$ cat src/rtl/reg_file_sb_pkg.sv
// Shared register-file constants used by the register file, decode and the hazard unit.
package reg_file_sb_pkg;
   localparam int RF_DATA_W = 32;
   localparam int RF_NREGS  = 32;
   localparam int RF_ADDR_W = 5;

   // Architectural zero register: reads as 0, writes and issues to it are discarded.
   localparam logic [RF_ADDR_W-1:0] REG_ZERO = '0;
endpackage : reg_file_sb_pkg

$ cat src/rtl/reg_file_sb_bypass.sv
// One read port: selects zero, the in-flight writeback value, or the stored value,
// and reports whether the operand is valid this cycle.
module rf_bypass_mux
   import reg_file_sb_pkg::*;
#(
   parameter int DATA_W = RF_DATA_W,
   parameter int ADDR_W = RF_ADDR_W
) (
   input  logic [ADDR_W-1:0] rd_addr,
   input  logic              wr_en,
   input  logic [ADDR_W-1:0] wr_addr,
   input  logic [DATA_W-1:0] wr_data,
   input  logic [DATA_W-1:0] stored_data,
   input  logic              stored_busy,
   output logic [DATA_W-1:0] data,
   output logic              rdy
);

   always_comb begin
      // NOTE: every output gets a default first so no path through the block infers a latch.
      data = stored_data;
      rdy  = ~stored_busy;
      if (rd_addr == REG_ZERO) begin
         data = '0;
         rdy  = 1'b1;
      end else if (wr_en && (wr_addr == rd_addr)) begin
         // The writeback completes the producer, so the operand is valid regardless of busy.
         data = wr_data;
         rdy  = 1'b1;
      end
   end

endmodule : rf_bypass_mux

$ cat src/rtl/reg_file_sb.sv
// MIPS register file with two combinational read ports, one write port and a
// per-register busy scoreboard used by decode to stall on RAW hazards.
module reg_file_sb
   import reg_file_sb_pkg::*;
#(
   parameter int DATA_W = RF_DATA_W,
   parameter int NREGS  = RF_NREGS,
   parameter int ADDR_W = RF_ADDR_W
) (
   input  logic              clk,
   input  logic              rst,
   input  logic              wr_en,
   input  logic [ADDR_W-1:0] wr_addr,
   input  logic [DATA_W-1:0] wr_data,
   input  logic              iss_en,
   input  logic [ADDR_W-1:0] iss_addr,
   input  logic              flush,
   input  logic [ADDR_W-1:0] rd_addr_a,
   input  logic [ADDR_W-1:0] rd_addr_b,
   output logic [DATA_W-1:0] rd_data_a,
   output logic [DATA_W-1:0] rd_data_b,
   output logic              rd_rdy_a,
   output logic              rd_rdy_b
);

   // Register 0 has no storage; entries start at index 1.
   logic [DATA_W-1:0] regs [1:NREGS-1];
   logic [NREGS-1:1]  busy;

   logic [DATA_W-1:0] stored_a, stored_b;
   logic              busy_a, busy_b;

   always_ff @(posedge clk) begin
      if (rst) begin
         busy <= '0;
         // NOTE: the storage array is reset explicitly because reads after reset must return 0.
         for (int i = 1; i < NREGS; i++) regs[i] <= '0;
      end else begin
         // NOTE: non-blocking assignments keep every read in this block on pre-edge state.
         if (wr_en && (wr_addr != REG_ZERO)) regs[wr_addr] <= wr_data;

         if (flush) begin
            busy <= '0;
         end else begin
            if (wr_en && (wr_addr != REG_ZERO)) busy[wr_addr] <= 1'b0;
            // Placed last so a same-address issue overrides the clear: the new producer wins.
            if (iss_en && (iss_addr != REG_ZERO)) busy[iss_addr] <= 1'b1;
         end
      end
   end

   always_comb begin
      stored_a = '0;
      stored_b = '0;
      busy_a   = 1'b0;
      busy_b   = 1'b0;
      if (rd_addr_a != REG_ZERO) begin
         stored_a = regs[rd_addr_a];
         busy_a   = busy[rd_addr_a];
      end
      if (rd_addr_b != REG_ZERO) begin
         stored_b = regs[rd_addr_b];
         busy_b   = busy[rd_addr_b];
      end
   end

   rf_bypass_mux #(.DATA_W(DATA_W), .ADDR_W(ADDR_W)) u_port_a (
      .rd_addr     (rd_addr_a),
      .wr_en       (wr_en),
      .wr_addr     (wr_addr),
      .wr_data     (wr_data),
      .stored_data (stored_a),
      .stored_busy (busy_a),
      .data        (rd_data_a),
      .rdy         (rd_rdy_a)
   );

   rf_bypass_mux #(.DATA_W(DATA_W), .ADDR_W(ADDR_W)) u_port_b (
      .rd_addr     (rd_addr_b),
      .wr_en       (wr_en),
      .wr_addr     (wr_addr),
      .wr_data     (wr_data),
      .stored_data (stored_b),
      .stored_busy (busy_b),
      .data        (rd_data_b),
      .rdy         (rd_rdy_b)
   );

endmodule : reg_file_sb

$ cat config.mk
export PLATFORM = sky130hd
export DESIGN_NAME = reg_file_sb
export DESIGN_NICKNAME = d
export VERILOG_FILES = /design/src/rtl/reg_file_sb_pkg.sv /design/src/rtl/reg_file_sb_bypass.sv /design/src/rtl/reg_file_sb.sv
export SDC_FILE = /design/constraint.sdc
export NUM_CORES = 2
export LEC_CHECK = 0
export CAP_MARGIN = 20
export CORE_ASPECT_RATIO = 1.5
export CORE_MARGIN = 3
export CORE_UTILIZATION = 55
export CTS_CLUSTER_SIZE = 24
export DETAILED_ROUTE_END_ITERATION = 8
export HOLD_SLACK_MARGIN = 0.03
export PLACE_DENSITY = 0.72
export SETUP_SLACK_MARGIN = 0.4
export SLEW_MARGIN = 20
export SYNTH_ARGS = -nofsm -noshare
export SYNTH_HDL_FRONTEND = slang
export SYNTH_HIERARCHICAL = 1
export SYNTH_SLANG_ARGS = --single-unit
export TNS_END_PERCENT = 10
$ cat constraint.sdc
create_clock -name clk -period 4.05 [get_ports clk]
set_input_delay 0.81 -clock clk [delete_from_list [all_inputs] [get_ports clk]]
set_output_delay 0.81 -clock clk [all_outputs]
set_load 0.02 [all_outputs]
==> impl_metrics.json <==
{
  "status": "completed",
  "cap_violations": 0,
  "relSlewSlack_pct": 18.3,
  "portBuffers": 122,
  "synth_cell_types": 56,
  "die_height_um": 406,
  "vias": 43200,
  "crit_end": "rd_data_a[5]",
  "syn_avg_cell_area_um2": 14.4,
  "pwr-share-clk_pct": 35.9,
  "crit_fanout": 9,
  "cts_made_buffers": 98,
  "synthFlopType": "edfxtp_1",
  "r2r_setup_slack_ns": 3.33,
  "grt_pass1_wl_um": 306000,
  "clock_latency_ns": 0.72,
  "critPathRequiredTime_ns": 3.24,
  "cts_tree": "done",
  "worst_pin_slew_ns": 1.23,
  "grtUsageTotal_pct": 39.4,
  "synth_area_leader_cell": "edfxtp_1",
  "drtPass1Iterations": 8,
  "clock_sinks": 1055,
  "nets": 4534,
  "setup_viol": 0,
  "die_area_um2": 111000,
  "power_density_nw_per_um2": 384,
  "worstReg2RegStart": "busy[4]",
  "drc": 0,
  "antenna_found_initial": 18,
  "power_frac_comb_pct": 16.7,
  "worstReg2RegEnd": "busy[4]",
  "holdCritPathClass": "reg -> reg",
  "slowest_stage": "a211oi_1",
  "die_w_um": 273,
  "cp-start-kind": "input pin",
  "ys_seq_area_share_pct": 53.4,
  "p_sw_share_pct": 26.0,
  "wl_per_cell_um": 36.8,
  "final_cells": 5986,
  "grt_busiest_layer": "met2",
  "hold_slack_ns": 0.493,
  "ioPinCount": 123,
  "viasPerCell": 7.22,
  "grt_start_max_net_pins": 38,
  "cts_buffer_depth": 3,
  "grt_pass1_vias": 43500,
  "maxSlewViolCount": 0,
  "r2r_cells": 2,
  "synth_common_cells": "1024 x edfxtp_1, 997 x and2_1, 428 x mux4_2",
  "post-place-cells": 5703,
  "drive_above_1_share_pct": 33.9,
  "p_sw_uw": 7050,
  "p_leak_uw": 0.0251,
  "initial_core_util_pct": 55.5,
  "cp_slowest_stage_delay_ns": 0.40,
  "gp_congestion": 0.908,
  "rsz0062_at_grt": "true",
  "crit_top_cell": "buf_4",
  "seqPwrFrac_pct": 47.5,
  "crit_type": "in -> out",
  "hp-start": "busy[19]",
  "ir_drop_uv": 345,
  "clk_pin_slew_ns": 0.07,
  "dp_hpwl_um": 129000,
  "synth_area_leaders": "edfxtp_1 52%, mux4_2 16%, and2_1 11%, mux2i_1 2.3%, mux4_1 1.4%",
  "ys_warn_count": 6,
  "synth_area_um2": 58700,
  "endpoint_kind": "primary output",
  "wirelength_um": 220000,
  "post-route-util_pct": 66.8,
  "tns_ns": 0,
  "finalCritPeriodShare_pct": 94.8,
  "met1_usage_pct": 46.4,
  "arrival_ns": 3.03,
  "syn_inst": 4089,
  "dr.first_iter.drc_count": 6828,
  "drtAntennaViolNets": 0,
  "crit_chain": "buf_2 > buf_4 > nand2b_2 > buf_4 > buf_12 > a211oi_1 > a311oi_2 > buf_4 > nand2_1 > o21ai_1 > clkdlybuf4s15_2",
  "synth_edf_count": 1024,
  "syn2layout_area_growth_pct": 20.3,
  "synth.most_common_cell": "edfxtp_1",
  "cts_root_buf": "clkbuf_16",
  "critPathLaunch": "rd_addr_a[3]",
  "use_met3_pct": 12.6,
  "h-tree-depth": 3,
  "fillCellCount": 7172,
  "rows": 146,
  "hold_viol": 0,
  "overflow": 0,
  "async_reset_ff_share_pct": 0,
  "synth_top_area_share_pct": 52.4,
  "skew_ns": 0,
  "maxClockFrequency_mhz": 260,
  "intPower_uw": 20100,
  "use_met2_pct": 60.1,
  "min_period_ns": 3.84,
  "coreArea_um2": 106000,
  "synth_seq_cells": 1055
}
-- layout make-up --
class,count,area (um2),share of cell area [%]
antenna,22,55.1,0.0779
clock inverter,55,574,0.813
clock buffer,126,2730,3.86
tap,1406,1760,2.49
timing repair buffer,718,8020,11.4
multi-input combinational,2602,26100,37.0
inverter,2,12.5,0.0177
sequential,1055,31400,44.4
-- state kept, by name, indices dropped and copies added (netlist names) --
name	count
regs	1024
busy	31
-- power groups by stage --
stage | logic [uW] | clock network (uW) | registers [uW]
after CTS | 4320 | 9720 | 12900
after detailed placement | 4150 | 0 | 13100
after floorplan | 2310 | 0 | 13000
final | 4530 | 9740 | 12900
after global routing | 4610 | 10200 | 12900
after global placement | 4110 | 0 | 13000
-- kinds of logic (layout without fill, tap and decap cells) --
family                    after synthesis  in the layout  share of synthesized area (%)
AOI/OAI and AO/OA                     523            523                           6.48
xor gates and xnor gates               10             10                          0.149
buffers and inverters                 463            901                           4.53
DFF                                  1055           1055                           53.4
muxes                                 660            660                           21.4
other                                   1             54                        0.00639
and+or+nand+nor                      1377           1377                           14.0
-- critical path, delay by kind of cell --
kind	cells	cell delay [ns]
AOI/OAI and AO/OA	3	0.57
buffers and inverters	6	1.36
and+or+nand+nor	2	0.27
-- placed cells by master (no fill, tap or decap), types with 46 or more instances in the layout --
cell type,count
a22oi_1,59
and2_1,993
buf_12,143
buf_4,412
clkbuf_16,109
clkdlybuf4s50_1,46
edfxtp_1,1024
mux2_2,67
mux2i_1,132
mux4_2,428
nand2_1,137
nand4_1,66
nor2b_1,64
o21ai_1,139
-- worst min path at each step --
stage | cells after the start | endpoint | slack, ns
after floorplan | 2 | busy[3] | 0.46
after global placement | 2 | busy[23] | 0.47
after detailed placement | 2 | busy[23] | 0.48
after CTS | 2 | busy[23] | 0.49
after global routing | 2 | busy[25] | 0.52
final | 2 | busy[19] | 0.49
-- per-layer routing --
| layer | routed length (um) | part of all wire [%] |
|---|---|---|
| met1 | 68300 | 31 |
| met2 | 99900 | 45 |
| met5 | 47 | 0.021 |
| met4 | 20500 | 9.3 |
| met3 | 31500 | 14 |
-- through the flow --
stage	worst slack [ns]	total power, uW	instance area, um2
after CTS	0.300	26900	70100
after floorplan	0.550	15300	58800
after detailed placement	-0.473	17200	65400
after global routing	0.183	27700	70600
after global placement	-0.467	17100	65400
final	0.210	27200	70600
-- repair_timing --
item,4_1_cts,5_1_grt
buffers inserted,42,22
setup endpoints to repair,66,65
gates cloned,12,4
hold buffers,0,0
pin swaps,18,12
endpoints found under the hold margin,0,0
gates resized for setup,279,104
(Power assumes the default switching activity.)
